`config.mk`:
```
export PLATFORM = sky130hd
export DESIGN_NAME = wave_synth_multi
export DESIGN_NICKNAME = d
export VERILOG_FILES = /design/src/rtl/wave_synth_pkg.sv /design/src/rtl/wave_synth_multi_channel.sv /design/src/rtl/wave_synth_multi.sv
export SDC_FILE = /design/constraint.sdc
export NUM_CORES = 1
export LEC_CHECK = 0
export CORE_MARGIN = 2
export CORE_UTILIZATION = 50
export DETAILED_ROUTE_END_ITERATION = 8
export PLACE_DENSITY = 0.69
export SLEW_MARGIN = 20
export SYNTH_ARGS = -nofsm -noshare
export SYNTH_HDL_FRONTEND = slang
export SYNTH_SLANG_ARGS = --single-unit
```
`constraint.sdc`:
```
create_clock -name clk -period 6 [get_ports clk]
set_input_delay 1.2 -clock clk [delete_from_list [all_inputs] [get_ports clk]]
set_output_delay 1.2 -clock clk [all_outputs]
set_load 0.02 [all_outputs]
```
`src/rtl/wave_synth_pkg.sv`:
```
// rtl/wave_synth_pkg.sv - shared mode encodings and shaping constants for the waveform synthesiser
package wave_synth_pkg;

    localparam logic [1:0] MODE_OFF = 2'd0;
    localparam logic [1:0] MODE_SQR = 2'd1;
    localparam logic [1:0] MODE_TRI = 2'd2;
    localparam logic [1:0] MODE_SAW = 2'd3;

    function automatic int calc_max(input int sample_w);
        return (1 << (sample_w - 1)) - 1;
    endfunction

    // Triangle slope: full swing over half a period.
    function automatic int calc_st(input int sample_w, input int steps);
        return (2 * calc_max(sample_w)) / (steps / 2);
    endfunction

    function automatic int calc_ss(input int sample_w, input int steps);
        return (2 * calc_max(sample_w)) / steps;
    endfunction

endpackage

```
`src/rtl/wave_synth_multi_channel.sv`:
```
// rtl/wave_synth_multi_channel.sv - one synth channel: step counter, phase, pending note, shaper, output register
module wave_channel
    import wave_synth_pkg::*;
#(
    parameter int DIV_W    = 20,
    parameter int SAMPLE_W = 16,
    parameter int STEPS    = 40
) (
    input  logic                clk,
    input  logic                rst_n,
    input  logic                en,
    input  logic                upd_valid,
    output logic                upd_ready,
    input  logic [DIV_W-1:0]    upd_div,
    input  logic [1:0]          upd_mode,
    input  logic [2:0]          vol,
    output logic [SAMPLE_W-1:0] audio,
    output logic                phase_wrap
);

    localparam int PH_W = $clog2(STEPS);
    localparam logic [PH_W-1:0] H_P    = PH_W'(STEPS / 2);
    localparam logic [PH_W-1:0] LAST_P = PH_W'(STEPS - 1);
    localparam logic signed [SAMPLE_W:0] MAX_S = (SAMPLE_W + 1)'(calc_max(SAMPLE_W));
    localparam logic signed [SAMPLE_W:0] ST_S  = (SAMPLE_W + 1)'(calc_st(SAMPLE_W, STEPS));
    localparam logic signed [SAMPLE_W:0] SS_S  = (SAMPLE_W + 1)'(calc_ss(SAMPLE_W, STEPS));
    localparam logic signed [SAMPLE_W:0] H_S   = (SAMPLE_W + 1)'(STEPS / 2);

    logic [DIV_W-1:0] step_cnt;
    logic [DIV_W-1:0] div_q;
    logic [DIV_W-1:0] pend_div;
    logic [1:0]       mode_q;
    logic [1:0]       pend_mode;
    logic             pend_valid;
    logic [PH_W-1:0]  phase;

    logic active;
    logic step_end;
    logic wrap_now;
    logic xfer;

    logic signed [SAMPLE_W:0] ph_s;
    logic signed [SAMPLE_W:0] shaped;
    logic signed [SAMPLE_W:0] shifted;

    assign active    = en && (div_q != '0) && (mode_q != MODE_OFF);
    assign step_end  = (step_cnt == div_q - DIV_W'(1));
    assign wrap_now  = active && step_end && (phase == LAST_P);
    assign upd_ready = !pend_valid;
    assign xfer      = upd_valid && !pend_valid;

    always_ff @(posedge clk or negedge rst_n) begin
        if (!rst_n) begin
            step_cnt   <= '0;
            phase      <= '0;
            div_q      <= '0;
            mode_q     <= MODE_OFF;
            pend_div   <= '0;
            pend_mode  <= MODE_OFF;
            pend_valid <= 1'b0;
            phase_wrap <= 1'b0;
        end else begin
            phase_wrap <= wrap_now;
            if (!active) begin
                // An idle channel has no boundary to wait for, so notes land at once.
                step_cnt <= '0;
                phase    <= '0;
                if (pend_valid) begin
                    div_q      <= pend_div;
                    mode_q     <= pend_mode;
                    pend_valid <= 1'b0;
                end else if (xfer) begin
                    div_q  <= upd_div;
                    mode_q <= upd_mode;
                end
            end else if (step_end) begin
                step_cnt <= '0;
                if (wrap_now) begin
                    phase <= '0;
                    if (pend_valid) begin
                        div_q      <= pend_div;
                        mode_q     <= pend_mode;
                        pend_valid <= 1'b0;
                    end else if (xfer) begin
                        div_q  <= upd_div;
                        mode_q <= upd_mode;
                    end
                end else begin
                    phase <= phase + PH_W'(1);
                end
            end else begin
                step_cnt <= step_cnt + DIV_W'(1);
            end
            if (active && xfer && !wrap_now) begin
                pend_div   <= upd_div;
                pend_mode  <= upd_mode;
                pend_valid <= 1'b1;
            end
        end
    end

    always_comb begin
        ph_s   = (SAMPLE_W + 1)'(phase);
        shaped = '0;
        case (mode_q)
            MODE_SQR: shaped = (phase < H_P) ? MAX_S : -MAX_S;
            MODE_TRI: shaped = (phase < H_P) ? (-MAX_S + ph_s * ST_S)
                                             : (MAX_S - (ph_s - H_S) * ST_S);
            MODE_SAW: shaped = -MAX_S + ph_s * SS_S;
            default:  shaped = '0;
        endcase
        shifted = shaped >>> vol;
    end

    always_ff @(posedge clk or negedge rst_n) begin
        if (!rst_n) begin
            audio <= '0;
        end else begin
            audio <= active ? shifted[SAMPLE_W-1:0] : '0;
        end
    end

endmodule

```
`src/rtl/wave_synth_multi.sv`:
```
// rtl/wave_synth_multi.sv - multi-channel waveform synthesiser top; one wave_channel per DAC slot
module wave_synth_multi
    import wave_synth_pkg::*;
#(
    parameter int NUM_CH   = 2,
    parameter int DIV_W    = 20,
    parameter int SAMPLE_W = 16,
    parameter int STEPS    = 40
) (
    input  logic                         clk,
    input  logic                         rst_n,
    input  logic                         en,
    input  logic [NUM_CH-1:0]            upd_valid,
    output logic [NUM_CH-1:0]            upd_ready,
    input  logic [NUM_CH*DIV_W-1:0]      upd_div,
    input  logic [NUM_CH*2-1:0]          upd_mode,
    input  logic [NUM_CH*3-1:0]          vol,
    output logic [NUM_CH*SAMPLE_W-1:0]   audio,
    output logic [NUM_CH-1:0]            phase_wrap
);

    for (genvar c = 0; c < NUM_CH; c++) begin : g_ch
        wave_channel #(
            .DIV_W    (DIV_W),
            .SAMPLE_W (SAMPLE_W),
            .STEPS    (STEPS)
        ) u_ch (
            .clk        (clk),
            .rst_n      (rst_n),
            .en         (en),
            .upd_valid  (upd_valid[c]),
            .upd_ready  (upd_ready[c]),
            .upd_div    (upd_div[c*DIV_W +: DIV_W]),
            .upd_mode   (upd_mode[c*2 +: 2]),
            .vol        (vol[c*3 +: 3]),
            .audio      (audio[c*SAMPLE_W +: SAMPLE_W]),
            .phase_wrap (phase_wrap[c])
        );
    end

endmodule

```
-- Word level (Yosys, flattened, before mapping)
Index checks and enable logic that the tools add are counted.
- logic and storage cells: 132
- register bits after elaboration: 176
- output and inout bits: 36
- input port bits: 55
- add/subtract/negate cells: 14
- equality and inequality tests: 18
- reductions and logical operators: 26
- $mul: 6
- magnitude comparators: 2
- shift-type cells: 2
- mux-type cells: 46
- operators with widths (operator ; number):
    20-bit two-way mux ; 14
    17-bit one-hot mux with 3 select lines ; 2
    16-bit by 17-bit adder with 17-bit output (first input constant) ; 4
    17-bit two-way mux ; 4
    20-bit by 1-bit adder with 20-bit output (second input constant) ; 2
    20-bit == test ; 2
    20-bit nonzero test ; 2
    20-bit by 1-bit subtractor with 20-bit output (second input constant) ; 2
    6-bit two-way mux ; 6
    17-bit by 11-bit multiplier with 15-bit output (second input constant) ; 2
    17-bit by 3-bit >>> shifter with 16-bit output ; 2
    16-bit by 17-bit subtractor with 17-bit output (first input constant) ; 2
    6-bit by 10-bit multiplier with 16-bit output (second input constant) ; 2
    16-bit two-way mux ; 2
    6-bit by 10-bit multiplier with 15-bit output (second input constant) ; 2
    2-bit two-way mux ; 10
    1-bit logical AND ; 14
    6-bit by 5-bit subtractor with 7-bit output (second input constant) ; 2
    6-bit by 1-bit adder with 6-bit output (second input constant) ; 2
    6-bit == test (second input constant) ; 2
    6-bit by 5-bit < comparator with 1-bit output (second input constant) ; 2
    3-bit != test (second input constant) ; 4
    2-bit == test (second input constant) ; 4
    1-bit two-way mux ; 8
    other kinds (5) ; 16

-- Logic depth before layout (Yosys ltp)
Gate-level depths: netlist (run 1).
- word-level depth: 9
- depth in mapped cells: 22
- gate-level depth less buffers: 21

-- Modules after synthesis
A second synthesis (run 1) with hierarchy kept.
- cell total of the unflattened synthesis: 1659
- area, all modules: 15463.6 sq um
- by module, submodules not included (module ; cells each ; instances ; sequential area each (sq um) ; area an instance (sq um)):
    wave_channel (g_ch[0].u_ch) ; 815 ; 1 ; 2202.1 ; 7782.5
    wave_channel (g_ch[1].u_ch) ; 844 ; 1 ; 2202.1 ; 7681.1

-- Worst setup path before layout (run 1)
No wires, ideal clock.
- path kind: reg2reg
- start point: register g_ch[0].u_ch.phase[4]
- end point: register g_ch[0].u_ch.audio[11]
- path buffers: 1
- required time: 5878 ps
- setup time: 122 ps
- setup slack: -370 ps
- cell stages (with the launch flop): 21
- data arrival time: 6248 ps
- path through: dfrtp_1 > ha_1 > a211oi_1 > clkbuf_1 > or2_2 > inv_1 > fa_1 > fa_1 > fa_1 > inv_1 > fa_1 > ha_1 > o21a_1 > o211ai_1 > o211ai_1 > a2111o_1 > nand3_1 > xnor2_1 > a311oi_1 > o21ai_0 > a32o_1
- word-level cells in the longest chain between the ends: 7
- elaborated cells between the ends (all ways): 13
- classes of those cells: add/sub: 4; mul: 3; order compare: 1; shift: 1; mux: 4
- ends and longest elaborated chain (item ; RTL line ; source):
    start, declared ; wave_synth_multi_channel.sv:35 ; logic [PH_W-1:0] phase;
    start signal, assigned ; wave_synth_multi_channel.sv:89 ; phase <= phase + PH_W'(1);
    6-bit by 5-bit subtractor with 7-bit output ; wave_synth_multi_channel.sv:108 ; : (MAX_S - (ph_s - H_S) * ST_S);
    17-bit by 11-bit multiplier with 15-bit output ; wave_synth_multi_channel.sv:108 ;
    16-bit by 17-bit subtractor with 17-bit output ; wave_synth_multi_channel.sv:108 ;
    17-bit two-way mux ; wave_synth_multi_channel.sv:107 ; MODE_TRI: shaped = (phase < H_P) ? (-MAX_S + ph_s * ST_S)
    17-bit one-hot mux with 3 select lines (*) ; wave_synth_multi_channel.sv:105 ; case (mode_q)
    17-bit by 3-bit >>> shifter with 16-bit output (*) ; wave_synth_multi_channel.sv:112 ; shifted = shaped >>> vol;
    16-bit two-way mux (*) ; wave_synth_multi_channel.sv:119 ; audio <= active ? shifted[SAMPLE_W-1:0] : '0;
    end signal, assigned ; wave_synth_multi_channel.sv:119 ;
    end, declared ; wave_synth_multi_channel.sv:17 ; output logic [SAMPLE_W-1:0] audio,
Every way passes the cells marked *; elsewhere a longest branch is shown, timed or not.
A chain may end at the register's enable or synchronous reset.

-- Worst setup path after layout (run 1)
- start point: register g_ch[1].u_ch.phase[3]
- end point: register g_ch[1].u_ch.audio[8]
- word-level cells in the longest chain between the ends: 7
- elaborated cells between the ends (all ways): 13
- classes of those cells: add/sub: 4; mul: 3; order compare: 1; shift: 1; mux: 4
- ends and longest elaborated chain (item ; RTL line):
    start, declared ; wave_synth_multi_channel.sv:35
    start signal, assigned ; wave_synth_multi_channel.sv:89
    6-bit by 5-bit subtractor with 7-bit output ; wave_synth_multi_channel.sv:108
    17-bit by 11-bit multiplier with 15-bit output ; wave_synth_multi_channel.sv:108
    16-bit by 17-bit subtractor with 17-bit output ; wave_synth_multi_channel.sv:108
    17-bit two-way mux ; wave_synth_multi_channel.sv:107
    17-bit one-hot mux with 3 select lines (*) ; wave_synth_multi_channel.sv:105
    17-bit by 3-bit >>> shifter with 16-bit output (*) ; wave_synth_multi_channel.sv:112
    16-bit two-way mux (*) ; wave_synth_multi_channel.sv:119
    end signal, assigned ; wave_synth_multi_channel.sv:119
    end, declared ; wave_synth_multi_channel.sv:17
Marked as above.

==> flow_summary.yaml, run 1 <==
cells_and_area:
  multi_input_area_um2: 10700
  fin_util: 0.568
  drive_gt1_frac: 0.114
  n_antenna_cell: 0
  fillerInstances: 2823
  final_cell_area_um2: 17800
  mostFrequentLayoutCell: "dfrtp_1"
  final_nets: 2030
  ff_latch_area_um2: 4410
  final_cell_mix: "175 x dfrtp_1, 132 x ha_1, 131 x nor2_1"
  syn_to_final_growth_pct: 12.2
place:
  port_buffers: 90
  post-place-ws_ns: 0.0235
  dp_hpwl_um: 29700
  gp_congestion: 0.900
  placed_area_um2: 17100
worst_setup_path:
  worstPathMaxFanout: 4
  r2r_start: "g_ch[1].u_ch.phase[3]"
  crit_type: "register to register"
  critPathRequiredTime_ns: 6.34
  r2r_slack_ns: 0.24
  cpMaxStageDelayCell: "fa_1"
  worstReg2RegEnd: "g_ch[1].u_ch.audio[8]"
  worstSetupEndpointType: "register"
  worst_path_dominant_cell_family: "adder cells"
  ff2ff_path_depth: 21
  crit_path_max_incr_delay_ns: 0.52
  path_buf_inv: 4
  critPathLaunchType: "register"
  crit_top_cell: "fa_1"
  cp_cell_sequence: "inv_1 -> ha_1 -> a21oi_1 -> nor2_1 -> or2_2 -> inv_1 -> fa_1 -> fa_1 -> fa_1 -> inv_1 -> fa_1 -> ha_4 -> buf_4 -> nand2_1 -> a2111o_1 -> a221o_1 -> a2111oi_2 -> o21ai_1 -> mux2i_1 -> mux2i_1 -> a22o_1"
  arrival_ns: 6.10
synthesis:
  synth_edf_count: 0
  synthCells: 1781
  synth_seq_cells: 176
  synth_cell_types: 82
  ys.flop_type: "dfrtp_1"
  syn_avg_cell_area_um2: 8.91
  async_flop_share: 1.00
  ys_warn_count: 0
  synthesis.nets: 1998
  seq_area_frac_synth: 0.277
  synth_area_um2: 15900
sta:
  period_share: 0.960
  clock_skew_ns: 0.0102
  slew_headroom: 0.249
  setup_ws_ns: 0.239
  drv_slew: 0
  timing.final.crit_period_ns: 5.76
  hold_viol: 0
  whs_ns: 0.503
  finalSetupViolations: 0
  tightest_slew_ns: 1.12
  fmax_mhz: 174
min_path:
  holdPathEnd: "g_ch[0].u_ch.pend_div[8]"
  hp-class: "register to register"
  hold_start: "g_ch[0].u_ch.pend_div[8]"
  hold_depth: 1
clock_network:
  cts_buffer_depth: 2
  cts_tree: "built"
  clkLatencyLatePin_ns: 0.45
  cts_root_buffer: "clkbuf_16"
  htreeDepth: 4
  cts_buffers: 17
  clkSinkCount: 176
  path_clk_slew_ns: 0.08
  hold_buffers: 0
power:
  p_leak_nw: 7.88
  ir_drop_mv: 0.196
  p_per_area_nw_per_um2: 302
  total_power_w: 0.00538
global_routing:
  grt_use_total: 0.251
  grt_max_degree: 106
  antenna_found_initial: 0
  grt_pass1_wl_um: 68500
  grt-ovfl-total: 0
  grt_pass1_vias: 13468
routing:
  ant_nets: 0
  vias_per_cell: 6.19
  wl_per_cell_um: 18.5
  drc: 0
  via_count: 13789
  drtIter0Drc: 1197
  wl_um: 41100
  firstDrtPassIters: 5
run_status:
  outcome: "finished clean"
die:
  ioPinCount: 91
  core_area_um2: 31400
  initial_core_util: 0.506
  dieArea_um2: 33200
  die_h_um: 182
  dieWidth_um: 182
  num_rows: 65
flow_run:
  maxCapViolCount: 0
-- synth_stat cells (11+ instances only) --
cell	instances	area, um^2
inv_1	99	372
fa_1	28	561
a21oi_1	98	490
o21ai_0	81	405
and3_1	62	388
mux2_2	87	980
a211oi_1	38	285
dfrtp_1	176	4400
clkbuf_1	93	349
a31oi_1	22	138
a22oi_1	18	135
o21a_1	14	105
a211o_1	31	272
ha_1	134	1680
nor4_1	26	163
or3_1	14	87.6
a21o_1	18	135
xor2_1	45	394
nor3_1	45	225
nand2_1	97	364
a31o_1	11	96.3
o211ai_1	12	90.1
xnor2_1	80	701
nand4_1	18	113
nand3_1	48	240
mux2i_1	36	360
and2_1	14	87.6
nor2_1	132	495
-- how the worst max path moves through the flow --
| stage | endpoint | startpoint | slack, ns | cells past startpoint |
|---|---|---|---|---|
| after floorplan | g_ch[1].u_ch.audio[10] | g_ch[1].u_ch.phase[3] | 0.02 | 21 |
| after global placement | g_ch[1].u_ch.audio[8] | g_ch[1].u_ch.phase[3] | 0.10 | 20 |
| after detailed placement | g_ch[0].u_ch.audio[9] | g_ch[0].u_ch.phase[3] | 0.02 | 21 |
| after CTS | g_ch[0].u_ch.audio[9] | g_ch[0].u_ch.phase[3] | 0.0002 | 21 |
| after global routing | g_ch[1].u_ch.audio[8] | g_ch[1].u_ch.phase[3] | -0.06 | 21 |
| final | g_ch[1].u_ch.audio[8] | g_ch[1].u_ch.phase[3] | 0.24 | 21 |
-- timing repair --
action / 4_1_cts / 5_1_grt
pin swaps: 0 / 5
setup endpoints to repair: 1 / 17
setup buffers: 0 / 7
endpoints found under the hold margin: 0 / 0
gates resized for setup: 1 / 19
-- cell type report --
| cell class | count | share of cell area |
|---|---|---|
| inverter | 102 | 0.0215 |
| clock inverter | 14 | 0.00920 |
| multi-input combinational | 1388 | 0.602 |
| tap | 402 | 0.0282 |
| clock buffer | 18 | 0.0241 |
| timing repair buffer | 128 | 0.0676 |
| sequential | 176 | 0.247 |
-- state kept, by name, indices dropped and copies added, names as in the netlist --
name	count
g_ch.u_ch.pend_valid	2
g_ch.u_ch.div_q	40
g_ch.u_ch.step_cnt	40
g_ch.u_ch.mode_q	4
g_ch.u_ch.phase	12
g_ch.u_ch.pend_mode	4
g_ch.u_ch.audio	32
g_ch.u_ch.phase_wrap	2
g_ch.u_ch.pend_div	40
-- layer usage --
metal  global-route usage  share of wire  vias up
met1                0.354           0.46     6756
li1                     -              -     6582
met4               0.0694          0.015        0
met3               0.0293          0.044       59
met2                0.408           0.48      392
met5                    0              0        -
-- cell families (layout without fill, tap and decap cells) --
logic type                 Yosys count  count (layout)  share of synthesized area
and+or+nand+nor                    513             513                      0.166
adders and majority gates          162             162                      0.141
AOI/OAI and AO/OA                  452             452                      0.195
muxes                              132             132                     0.0908
buffers and inverters              217             262                     0.0552
DFF                                176             176                      0.277
xor gates and xnor gates           129             129                     0.0746
-- stage by stage --
| step | setup TNS [ns] | instances |
|---|---|---|
| 2_1_floorplan | 0 | 1781 |
| 3_3_place_gp | 0 | 2188 |
| 3_5_place_dp | 0 | 2188 |
| 4_1_cts | 0 | 2220 |
| 5_1_grt | -0.0850 | 2228 |
| 6_report | 0 | 2228 |
-- worst reg2reg max path, cell delays in order (launching register included) --
cell	delay [ns]
dfrtp_1	0.38
inv_1	0.07
ha_1	0.26
a21oi_1	0.17
nor2_1	0.05
or2_2	0.27
inv_1	0.07
fa_1	0.44
fa_1	0.50
fa_1	0.51
inv_1	0.06
fa_1	0.52
ha_4	0.31
buf_4	0.12
nand2_1	0.04
a2111o_1	0.33
a221o_1	0.35
a2111oi_2	0.36
o21ai_1	0.15
mux2i_1	0.29
mux2i_1	0.15
a22o_1	0.25
-- report_power, final --
group	total [W]	internal, W	switching [W]
clock	0.00116	0.000595	0.000560
combinational	0.00218	0.00106	0.00112
sequential	0.00205	0.00155	0.000502
total	0.00538	0.00320	0.00218
No activity file was read; power rests on OpenSTA's default activity.
==> run 2, diff against run 1 <==
--- a/config.mk
+++ b/config.mk
@@ -5,7 +5,6 @@
 export SDC_FILE = /design/constraint.sdc
 export NUM_CORES = 1
 export LEC_CHECK = 0
-export CORE_MARGIN = 2
 export CORE_UTILIZATION = 50
 export DETAILED_ROUTE_END_ITERATION = 8
 export PLACE_DENSITY = 0.69
==> run 2 against run 1 <==
Sequential power hardly changed. Die area shrank 2.2%. Cell count fell by 0.31%. Highest routed layer unchanged. Critical endpoint is now g_ch[0].u_ch.audio[10]. Setup slack gained 0.015 ns. Worst hold slack got worse by 0.011 ns.
==> flow_summary.yaml, run 2 (synthesized netlist as in run 1, its figures left out) <==
run_status:
  outcome: "finished clean"
cells_and_area:
  n_antenna_cell: 0
  final_cell_area_um2: 17800
  syn_to_final_growth_pct: 12.3
  final_nets: 2029
  drive_gt1_frac: 0.114
  mostFrequentLayoutCell: "dfrtp_1"
  largest_registers: "g_ch.u_ch.div_q (40), g_ch.u_ch.pend_div (40), g_ch.u_ch.step_cnt (40)"
  final_cell_mix: "175 x dfrtp_1, 132 x ha_1, 131 x nor2_1"
  fillerInstances: 2746
sta:
  finalSetupViolations: 0
  slew_headroom: 0.329
  period_share: 0.958
  hold_viol: 0
  clock_skew_ns: 0.0109
  drv_slew: 0
  timing.final.crit_period_ns: 5.75
  fmax_mhz: 174
  whs_ns: 0.492
  tightest_slew_ns: 1.01
  setup_tns_ns: 0
worst_setup_path:
  critPathLaunchType: "register"
  critPathRequiredTime_ns: 6.33
  crit_top_cell: "fa_1"
  arrival_ns: 6.08
  worstPathMaxFanout: 7
  r2r_slack_ns: 0.25
  r2r_start: "g_ch[0].u_ch.phase[3]"
  worstSetupEndpointType: "register"
  cpMaxStageDelayCell: "fa_1"
  crit_path_max_incr_delay_ns: 0.52
  cp_cell_sequence: "inv_1 -> ha_1 -> a21oi_1 -> nor2_1 -> or2_2 -> inv_1 -> fa_1 -> fa_1 -> fa_1 -> inv_1 -> fa_1 -> ha_4 -> or3_4 -> o211ai_1 -> o211ai_1 -> a2111o_1 -> nand3_1 -> xnor2_2 -> a311oi_4 -> and3_1 -> a2111oi_1"
  crit_path_start: "g_ch[0].u_ch.phase[3]"
  crit_type: "register to register"
clock_network:
  clkSinkCount: 176
  htreeDepth: 4
  cts_root_buffer: "clkbuf_16"
  cts_buffer_depth: 2
  clkLatencyLatePin_ns: 0.45
  path_clk_slew_ns: 0.08
  cts_buffers: 17
  cts_tree: "built"
place:
  placed_area_um2: 17100
  port_buffers: 90
  gp_congestion: 0.934
  dp_hpwl_um: 30400
routing:
  wl_um: 41300
  firstDrtPassIters: 5
  ant_nets: 0
  drtIter0Drc: 1055
  wl_per_cell_um: 18.6
  via_count: 13691
  vias_per_cell: 6.16
  drc: 0
power:
  p_per_area_nw_per_um2: 301
  p_leak_nw: 7.89
  seqPwrFrac: 0.384
  swShare: 0.405
  p_clk_frac: 0.214
  p_int_w: 0.00320
  ir_drop_mv: 0.299
  p_sw_w: 0.00217
  comb_power_share: 0.402
global_routing:
  grt_use_total: 0.257
  antenna_found_initial: 1
  grt-ovfl-total: 0
  grt_pass1_vias: 13432
  grt_max_degree: 110
  grt_pass1_wl_um: 68900
min_path:
  hold_start: "g_ch[1].u_ch.pend_mode[1]"
  hp-class: "register to register"
die:
  dieWidth_um: 180
  core_area_um2: 30900
  dieArea_um2: 32500
  num_rows: 64
  die_h_um: 180
  initial_core_util: 0.514
  ioPinCount: 91
flow_run:
  maxCapViolCount: 0
-- run 2: metal layers --
metal	up-vias	wire length [um]	global-route usage
li1	6594	-	-
met1	6622	19200	0.365
met2	431	19300	0.416
met3	44	2090	0.0283
met4	0	657	0.0660
met5	-	0	0
-- run 2: repair_timing --
action,in CTS,in global routing
setup endpoints to repair,0,17
gates resized for setup,0,17
endpoints found under the hold margin,0,0
setup buffers,0,5
hold buffers,0,0
-- run 2: worst paths after layout --
| path | endpoint | cells after the start |
|---|---|---|
| setup reg to reg | g_ch[0].u_ch.audio[10] | 21 |
| max in group asynchronous | g_ch[0].u_ch.phase[2] | 2 |
| hold / removal | g_ch[1].u_ch.pend_mode[1] | 1 |
| setup / recovery | g_ch[0].u_ch.audio[10] | 21 |
| min in group asynchronous | g_ch[1].u_ch.div_q[9] | 1 |
| hold reg to reg | g_ch[1].u_ch.pend_mode[1] | 1 |
-- run 2: cell type report --
| type | instances | area [um^2] | area share |
|---|---|---|---|
| clock buffers | 17 | 425 | 0.0239 |
| inverters | 102 | 383 | 0.0215 |
| repair buffers | 127 | 1200 | 0.0673 |
| flip-flops and latches | 176 | 4410 | 0.247 |
| clock inverters | 15 | 175 | 0.00983 |
| multi-input cells | 1388 | 10700 | 0.603 |
| well taps | 396 | 495 | 0.0278 |
-- run 2: metrics by stage --
| stage | utilization | power [W] | setup WS [ns] | instances |
|---|---|---|---|---|
| after floorplan | - | 0.00352 | 0.0182 | 1781 |
| after global placement | 0.553 | 0.00411 | 0.137 | 2183 |
| after detailed placement | 0.553 | 0.00416 | -0.0124 | 2183 |
| after CTS | 0.572 | 0.00532 | 0.00353 | 2215 |
| after global routing | 0.577 | 0.00571 | -0.0422 | 2221 |
| final | 0.577 | 0.00537 | 0.254 | 2221 |
-- run 2: power groups by stage --
stage / Clock (W) / Combinational, W / Sequential, W
floorplan: 0 / 0.00167 / 0.00185
global placement: 0 / 0.00205 / 0.00205
detailed placement: 0 / 0.00209 / 0.00207
CTS: 0.00117 / 0.00210 / 0.00205
global route: 0.00121 / 0.00237 / 0.00212
finish: 0.00115 / 0.00216 / 0.00206
-- run 2: worst max-delay path: cells and delay by family, from the launching register on --
family	cells	cell delay (ns)
buf+inv	3	0.24
compound gates	6	1.31
xor+xnor	1	0.15
flops	1	0.41
simple gates	5	1.11
fa+ha+maj	6	2.41
==> run 3, diff against run 2 <==
--- a/config.mk
+++ b/config.mk
@@ -5,9 +5,9 @@
 export SDC_FILE = /design/constraint.sdc
 export NUM_CORES = 1
 export LEC_CHECK = 0
-export CORE_UTILIZATION = 50
+export CORE_UTILIZATION = 55
 export DETAILED_ROUTE_END_ITERATION = 8
-export PLACE_DENSITY = 0.69
+export PLACE_DENSITY = 0.75
 export SLEW_MARGIN = 20
 export SYNTH_ARGS = -nofsm -noshare
 export SYNTH_HDL_FRONTEND = slang
==> run 3 against run 2 <==
Critical path depth decreased by 1. First-iteration DRC count grew 14%. Cell count is 0.81% lower. Utilization increased by 5.7 points. Register-to-register slack worse by 0.07 ns. Worst hold slack got worse by 0.0015 ns. Sequential power barely moved. Design area is 0.15% lower. Critical endpoint unchanged. Largest cell class unchanged. Highest routed layer unchanged.
==> flow_summary.yaml, run 3 (synthesized netlist as in run 1, its figures left out) <==
run_status:
  outcome: "finished clean"
global_routing:
  grt_pass1_vias: 13453
  grt-ovfl-total: 0
  grt_pass1_wl_um: 67400
  antenna_found_initial: 1
  grt_use_total: 0.285
  grt_max_degree: 100
cells_and_area:
  drive_gt1_frac: 0.118
  largest_registers: "g_ch.u_ch.div_q (40), g_ch.u_ch.pend_div (40), g_ch.u_ch.step_cnt (40)"
  syn_to_final_growth_pct: 12.1
  final_nets: 2028
  fin_util: 0.634
  fillerInstances: 2386
  mostFrequentLayoutCell: "dfrtp_1"
  final_cell_area_um2: 17800
  final_cell_mix: "175 x dfrtp_1, 132 x nor2_1, 127 x ha_1"
  fin_cells: 2203
sta:
  setup_tns_ns: 0
  rsz0062_at_grt: "no"
  period_share: 0.969
  drv_slew: 0
  slew_headroom: 0.347
  fmax_mhz: 172
  tightest_slew_ns: 0.977
  timing.final.crit_period_ns: 5.81
  clock_skew_ns: 0.0183
  finalSetupViolations: 0
  setup_ws_ns: 0.187
  hold_viol: 0
clock_network:
  path_clk_slew_ns: 0.08
  cts_root_buffer: "clkbuf_16"
  cts_buffer_depth: 2
  clkSinkCount: 176
  cts_tree: "built"
  clkLatencyLatePin_ns: 0.45
  cts_buffers: 17
  htreeDepth: 4
die:
  num_rows: 61
  initial_core_util: 0.565
  die_h_um: 172
  ioPinCount: 91
  dieWidth_um: 172
  dieArea_um2: 29500
  core_area_um2: 28100
worst_setup_path:
  critPathRequiredTime_ns: 6.32
  cpMaxStageDelayCell: "fa_2"
  worstSetupEndpointType: "register"
  crit_type: "register to register"
  crit_path_max_incr_delay_ns: 0.56
  worst_path_dominant_cell_family: "adder cells"
  arrival_ns: 6.13
  worstPathMaxFanout: 6
  path_buf_inv: 3
  cp_cell_sequence: "inv_1 -> ha_2 -> a211oi_2 -> or2_4 -> inv_1 -> fa_2 -> fa_1 -> fa_1 -> inv_1 -> fa_1 -> ha_4 -> or3_4 -> o211ai_1 -> o211ai_1 -> a2111o_1 -> nand3_1 -> xnor2_1 -> a311oi_4 -> and3_1 -> a2111oi_1"
  r2r_slack_ns: 0.19
  critPathLaunchType: "register"
routing:
  wl_um: 41300
  firstDrtPassIters: 6
  drtIter0Drc: 1198
  via_count: 13860
  vias_per_cell: 6.29
  ant_nets: 0
  drc: 0
  wl_per_cell_um: 18.7
place:
  post-place-ws_ns: -0.0326
  placed_area_um2: 17100
  place_inst: 2167
  dp_hpwl_um: 30200
  port_buffers: 90
  gp_congestion: 0.926
power:
  ir_drop_mv: 0.219
  p_per_area_nw_per_um2: 302
  p_leak_nw: 7.86
min_path:
  hp-class: "register to register"
flow_run:
  maxCapViolCount: 0
[run 3: cell count changes in the layout (fill, tap and decap cells not counted), moves of 2 or more]
| cell | delta |
|---|---|
| clkinv_8 | -2 |
| inv_6 | -2 |
| clkbuf_8 | +3 |
| ha_1 | -5 |
| mux2i_2 | +3 |
| ha_2 | +6 |
| mux2i_1 | -2 |
[run 3: cell type report]
type,instances,area (um^2),share of cell area
diodes,1,2.50,0.000141
clock buffers,21,470,0.0264
clock inverters,11,124,0.00696
inverters,102,383,0.0215
multi-input cells,1388,10800,0.604
flip-flops and latches,176,4410,0.248
well taps,378,473,0.0266
repair buffers,126,1180,0.0666
[run 3: timing repair]
| action | CTS | global route |
|---|---|---|
| gates resized for setup | 3 | 26 |
| setup buffers | 0 | 3 |
| endpoints found under the setup margin | 5 | 19 |
| hold buffers | 0 | 0 |
| pin swaps | 1 | 3 |
[run 3: worst paths after layout]
check / endpoint / cells after the start / start
min in group asynchronous: g_ch[0].u_ch.pend_div[14] / 1 / rst_n
worst max register to register: g_ch[0].u_ch.audio[10] / 20 / g_ch[0].u_ch.phase[3]
max in group asynchronous: g_ch[1].u_ch.mode_q[1] / 2 / rst_n
worst min-delay path: g_ch[1].u_ch.pend_mode[0] / 1 / g_ch[1].u_ch.pend_mode[0]
worst max-delay path: g_ch[0].u_ch.audio[10] / 20 / g_ch[0].u_ch.phase[3]
worst min register to register: g_ch[1].u_ch.pend_mode[0] / 1 / g_ch[1].u_ch.pend_mode[0]
[run 3: routing by layer]
layer,global-route usage,vias up,wire length [um]
li1,-,6577,-
met1,0.393,6811,19100
met2,0.465,410,19500
met3,0.0380,62,1950
met4,0.0877,0,718
met5,0,-,0
[run 3: where the power goes]
| group | switching (W) | leakage (nW) | internal [W] | total [W] |
|---|---|---|---|---|
| Sequential | 0.000519 | 2.21 | 0.00155 | 0.00207 |
| Clock | 0.000530 | 0.287 | 0.000618 | 0.00115 |
| Combinational | 0.00111 | 5.36 | 0.00104 | 0.00215 |
| Total | 0.00216 | 7.86 | 0.00321 | 0.00537 |
[run 3: stage by stage]
step	hold slack [ns]	power, W
2_1_floorplan	0.459	0.00352
3_3_place_gp	0.470	0.00409
3_5_place_dp	0.476	0.00416
4_1_cts	0.492	0.00532
5_1_grt	0.508	0.00569
6_report	0.491	0.00537
